==> src/rtl/nn_pkg.sv <==
// Shared constants and types for the digit-recognition network datapath.
package nn_pkg;

  localparam int unsigned NUM_IN     = 784;
  localparam int unsigned NUM_HID    = 32;

  localparam int unsigned IN_ADDR_W  = 10;
  localparam int unsigned WT_ADDR_W  = 15;
  localparam int unsigned HID_ADDR_W = 5;
  localparam int unsigned ACT_ADDR_W = 11;

  localparam int unsigned DATA_WIDTH = 8;
  localparam int unsigned ACC_W      = 26;

  typedef enum logic [2:0] {
    StIdle,
    StMac,
    StDrain,
    StAct,
    StWrite
  } hid_state_t;

endpackage

==> src/rtl/nn_mac.sv <==
// Unsigned-pixel by signed-weight multiply with a signed accumulator.
module nn_mac
  import nn_pkg::*;
(
  input  logic                         clk,
  input  logic                         rst,
  input  logic                         clr,
  input  logic                         en,
  input  logic        [DATA_WIDTH-1:0] a,
  input  logic signed [DATA_WIDTH-1:0] b,
  output logic signed [ACC_W-1:0]      acc
);

  localparam int unsigned ProdW = 2 * DATA_WIDTH + 1;

  logic signed [ProdW-1:0] prod;
  logic signed [ACC_W-1:0] acc_q, acc_d;

  // Zero-extend the pixel so the product stays signed.
  assign prod = $signed({1'b0, a}) * b;

  always_comb begin
    acc_d = acc_q;
    if (clr) begin
      acc_d = '0;
    end else if (en) begin
      acc_d = acc_q + {{(ACC_W - ProdW){prod[ProdW-1]}}, prod};
    end
  end

  always_ff @(posedge clk) begin
    if (rst) begin
      acc_q <= '0;
    end else begin
      acc_q <= acc_d;
    end
  end

  assign acc = acc_q;

endmodule

==> src/rtl/hidden_layer_ctrl.sv <==
// Hidden-layer sequencer: MAC over all pixels per unit, activation lookup,
// and a single write of each unit's result into the hidden-unit RAM.
module hidden_layer_ctrl #(
  parameter int unsigned NUM_IN    = nn_pkg::NUM_IN,
  parameter int unsigned NUM_HID   = nn_pkg::NUM_HID,
  parameter int unsigned ACT_SHIFT = 7
) (
  input  logic                              clk,
  input  logic                              rst,
  input  logic                              start,
  output logic                              busy,
  output logic                              done,
  output logic [nn_pkg::IN_ADDR_W-1:0]      in_addr,
  input  logic [nn_pkg::DATA_WIDTH-1:0]     in_q,
  output logic [nn_pkg::WT_ADDR_W-1:0]      wt_addr,
  input  logic [nn_pkg::DATA_WIDTH-1:0]     wt_q,
  output logic [nn_pkg::ACT_ADDR_W-1:0]     act_addr,
  input  logic [nn_pkg::DATA_WIDTH-1:0]     act_q,
  output logic [nn_pkg::HID_ADDR_W-1:0]     hid_addr,
  output logic [nn_pkg::DATA_WIDTH-1:0]     hid_data,
  output logic                              hid_we
);

  import nn_pkg::*;

  localparam logic [IN_ADDR_W-1:0]  LastPix  = IN_ADDR_W'(NUM_IN - 1);
  localparam logic [HID_ADDR_W-1:0] LastUnit = HID_ADDR_W'(NUM_HID - 1);

  hid_state_t state_q, state_d;

  logic [IN_ADDR_W-1:0]  pix_cnt_q, pix_cnt_d;
  logic [WT_ADDR_W-1:0]  wt_cnt_q, wt_cnt_d;
  logic [HID_ADDR_W-1:0] unit_q, unit_d;
  logic                  valid_q;
  logic                  done_q, done_d;
  logic                  acc_clr;

  logic signed [ACC_W-1:0] acc;
  logic signed [ACC_W-1:0] shifted;
  logic signed [10:0]      sat;

  always_comb begin
    state_d   = state_q;
    pix_cnt_d = pix_cnt_q;
    wt_cnt_d  = wt_cnt_q;
    unit_d    = unit_q;
    done_d    = 1'b0;
    acc_clr   = 1'b0;

    case (state_q)
      StIdle: begin
        // The done cycle is itself IDLE; refusing start there forces a gap.
        if (start && !done_q) begin
          state_d   = StMac;
          pix_cnt_d = '0;
          wt_cnt_d  = '0;
          unit_d    = '0;
          acc_clr   = 1'b1;
        end
      end
      StMac: begin
        pix_cnt_d = pix_cnt_q + 1'b1;
        wt_cnt_d  = wt_cnt_q + 1'b1;
        if (pix_cnt_q == LastPix) begin
          pix_cnt_d = '0;
          state_d   = StDrain;
        end
      end
      StDrain: begin
        state_d = StAct;
      end
      StAct: begin
        state_d = StWrite;
      end
      StWrite: begin
        acc_clr = 1'b1;
        if (unit_q == LastUnit) begin
          state_d = StIdle;
          done_d  = 1'b1;
        end else begin
          unit_d    = unit_q + 1'b1;
          pix_cnt_d = '0;
          state_d   = StMac;
        end
      end
      default: begin
        state_d = StIdle;
      end
    endcase
  end

  always_ff @(posedge clk) begin
    if (rst) begin
      state_q   <= StIdle;
      pix_cnt_q <= '0;
      wt_cnt_q  <= '0;
      unit_q    <= '0;
      valid_q   <= 1'b0;
      done_q    <= 1'b0;
    end else begin
      state_q   <= state_d;
      pix_cnt_q <= pix_cnt_d;
      wt_cnt_q  <= wt_cnt_d;
      unit_q    <= unit_d;
      // RAM data lags the address by one cycle.
      valid_q   <= (state_q == StMac);
      done_q    <= done_d;
    end
  end

  nn_mac u_mac (
    .clk (clk),
    .rst (rst),
    .clr (acc_clr),
    .en  (valid_q),
    .a   (in_q),
    .b   (wt_q),
    .acc (acc)
  );

  assign shifted = acc >>> ACT_SHIFT;

  always_comb begin
    if (shifted > 26'sd1023) begin
      sat = 11'sh3ff;
    end else if (shifted < -26'sd1024) begin
      sat = 11'sh400;
    end else begin
      sat = shifted[10:0];
    end
  end

  // Adding 1024 to an 11-bit signed value is an MSB flip.
  assign act_addr = (state_q == StAct) ? {~sat[10], sat[9:0]} : '0;

  assign busy     = (state_q != StIdle);
  assign done     = done_q;
  assign in_addr  = pix_cnt_q;
  assign wt_addr  = wt_cnt_q;
  assign hid_addr = unit_q;
  assign hid_we   = (state_q == StWrite);
  assign hid_data = hid_we ? act_q : '0;

endmodule

==> config.mk <==
export PLATFORM = sky130hd
export DESIGN_NAME = hidden_layer_ctrl
export DESIGN_NICKNAME = d
export VERILOG_FILES = /design/src/rtl/nn_pkg.sv /design/src/rtl/nn_mac.sv /design/src/rtl/hidden_layer_ctrl.sv
export SDC_FILE = /design/constraint.sdc
export NUM_CORES = 1
export LEC_CHECK = 0
export BUFFER_PORTS_ARGS = -buffer_cell sky130_fd_sc_hd__buf_2
export CORE_ASPECT_RATIO = 1.2
export CORE_MARGIN = 2
export CORE_UTILIZATION = 35
export DETAILED_ROUTE_END_ITERATION = 8
export PLACE_DENSITY_LB_ADDON = 0.12
export SLEW_MARGIN = 10
export SYNTH_ARGS = -nofsm -noshare
export SYNTH_HDL_FRONTEND = slang
export SYNTH_HIERARCHICAL = 1
export SYNTH_SLANG_ARGS = --single-unit
==> constraint.sdc <==
create_clock -name clk -period 7.35 [get_ports clk]
set_clock_uncertainty 0.05 [all_clocks]
set_input_delay 0.735 -clock clk [delete_from_list [all_inputs] [get_ports clk]]
set_output_delay 0.735 -clock clk [all_outputs]
set_load 0.02 [all_outputs]
==> results.toml <==
[outcome]
outcome = "complete, no violations"

[run]
drv_cap = 0

[hold_path]
min_path_type = "reg -> reg"
hp-start = "hid_addr[1]"

[synthesis]
yosysTopAreaCellShare_pct = 18.59
avgSynthCellArea_um2 = 8.275
synth-async-reset-ratio_pct = 0
synth_area_leaders = "dfxtp_1 (19%), ha_1 (14%), fa_1 (12%)"
synth_warnings = 6
synth_area_um2 = 6570
synth_simple_gate_area_share_pct = 25.02
muxShareOfSynthArea_pct = 3.104
yosysUniqueCellTypes = 75
synth_edf_count = 0
ys_top_cells_by_count = "ha_1 (75), inv_1 (73), nor2_1 (71)"
synth_fa_ha_area_share_pct = 25.86
synthCells = 794
synth-seq-cells = 61
synth_compound_area_share_pct = 17.94
synth_top_family_by_area = "adder cells"
synth_most_common_cell = "ha_1"
ys_seq_area_share_pct = 18.59
yosys.area.top_type = "dfxtp_1"
synthXorXnorAreaFrac_pct = 3.599
syn_nets = 934
synth_top_flop_cell = "dfxtp_1"

[worst_setup_path]
critPathMaxFanout = 11
end_kind = "flop"
r2r-start = "u_mac/acc[0]"
cp-startpoint = "wt_q[7]"
required_ps = 7580
setup.worst_path.class = "in -> reg"
cp.arrival_ps = 7070
start_kind = "primary input"

[global_routing]
grt_max_degree = 31
grt_usage_pct = 16.95
grt-ovfl-total = 0
grt_pass1_vias = 5766
grt_pass1_wl_mm = 27.71
antenna_found_initial = 0

[route]
post-route-drc-count = 0
vias = 5806
postRouteAntennaNets = 0
vias_per_cell = 5.175
drt_iter0_drc = 184
dr.pass1.iters = 4
wl_per_cell_um = 14.56
routed_wl_mm = 16.33

[die]
io_pins = 79
die_area_um2 = 19890
start_util_pct = 35.88
core_um2 = 18310
die_w_um = 129.1
dieHeight_um = 154.1
rows = 54

[timing]
whs_ps = 435.8
hold_viol = 0
final_max_slew_viol_count = 0
tns_ps = 0
slew_headroom_pct = 30.46
fin_crit_sh_pct = 93.05
fmax_ghz = 0.1462
worstMarginPinSlew_ps = 1043
finalSetupViolCount = 0
rsz0062_at_grt = "false"
fin_crit_ps = 6839

[clock_network]
clkTransAtPathRegs_ps = 60
cts_buffers = 9
cts-htree-levels = 3
worstSkewPairLatency_ps = 340
cts_sinks = 61
clock-root-buffer = "clkbuf_16"
cts_buffer_depth = 2
cts_resized = 0
cts-hold-fix-buffers = 0
cts_setup_buffers = 0
cts_tree = "yes"

[placement]
port_buffers = 78
hpwl_mm = 12.68
dpl.cell_count = 1106
gp_congestion = 0.8453

[power_and_ir_drop]
p_per_area_nw_per_um2 = 256.1
fin_total_pwr_mw = 1.924
p_leak_nw = 3.421
ir_drop_v = 0.0001291

[final_layout]
layout-drive-gt1-share_pct = 14.14
antenna_cells = 0
syn_to_final_growth_pct = 14.36
nNetsFinal = 1005
fin_cells = 1122
-- cell type report --
| type | count | area [um2] |
|---|---|---|
| fill | 1938 | 10800 |
| multi-input combinational | 636 | 4962 |
| sequential | 61 | 1221 |
| timing repair buffer | 83 | 427.9 |
| tap | 252 | 315.3 |
| inverter | 74 | 277.8 |
| clock buffer | 10 | 239.0 |
| clock inverter | 6 | 70.07 |
-- state kept, by name, summed over array words and instances (netlist names) --
name and count:
u_mac/acc 26, wt_addr 15, in_addr 10, hid_addr 5, state_q 3, done 1, valid_q 1
-- per-stage QoR --
step / util, % / cell area, um2 / worst slack, ps
after global placement: 39.35 / 7204 / 221.0
after detailed placement: 39.35 / 7204 / 219.6
after global routing: 41.03 / 7513 / 59.84
after floorplan: - / 6570 / 783.6
final: 41.03 / 7513 / 510.9
after CTS: 41.03 / 7513 / 528.7
-- cells by family after synthesis --
group	count (synthesis)
AO/OA/AOI/OAI	171
multiplexers	20
XOR/XNOR	27
buffers and inverters	97
AND/OR/NAND/NOR	305
flip-flops	61
adder cells (fa/ha/maj)	113
-- worst max-delay path, cell delays in order --
cell	delay, ps
buf_2	130
inv_1	180
nor2_1	100
fa_1	520
fa_1	530
fa_1	550
inv_1	50
fa_1	520
inv_1	40
ha_1	320
or2_1	250
a21oi_1	170
a21oi_2	70
a311oi_1	310
o21ai_0	170
and2_4	210
inv_1	310
ha_1	390
a21o_1	190
a21o_1	170
a21oi_1	210
o21ai_0	160
a221oi_1	360
nand4_1	130
mux2i_1	160
a311o_1	120
-- path summary, 6_finish.rpt --
kind	depth (start not counted)	slack, ps	to
setup / recovery	26	510	u_mac/acc[24]
hold / removal	2	440	hid_addr[1]
setup reg to reg	10	4220	u_mac/acc[20]
hold reg to reg	2	440	hid_addr[1]
-- routing by layer --
layer / part of all wire [%] / track usage (%) / wire length (um)
met1: 46 / 21.19 / 7549
met2: 49 / 30.34 / 8025
met3: 3.1 / 2.157 / 512
met4: 1.5 / 4.658 / 245
met5: 0 / 0 / 0
-- power breakdown --
part           switching [mW]  leakage [nW]  internal (mW)
clock                   0.173         0.142          0.274
combinational           0.654          2.79          0.453
sequential             0.0205         0.493          0.348
total                   0.848          3.42           1.08
-- layout by cell type, fill, tap and decap left out, types with 5 or more instances in the layout --
cell type	n
a21o_1	16
a21oi_1	56
a31oi_1	9
and2_1	48
and3_1	15
buf_2	78
buf_4	5
clkbuf_16	9
dfxtp_1	61
fa_1	38
ha_1	75
inv_1	73
mux2i_1	17
nand2_1	48
nand2b_1	7
nand3_1	24
nand4_1	15
nor2_1	71
nor2b_1	6
nor3_1	15
o211ai_1	10
o21a_1	7
o21ai_0	30
or3_1	15
or4_1	5
xnor2_1	21
xor2_1	6
Note: power is estimated with default switching activity, not from simulation.
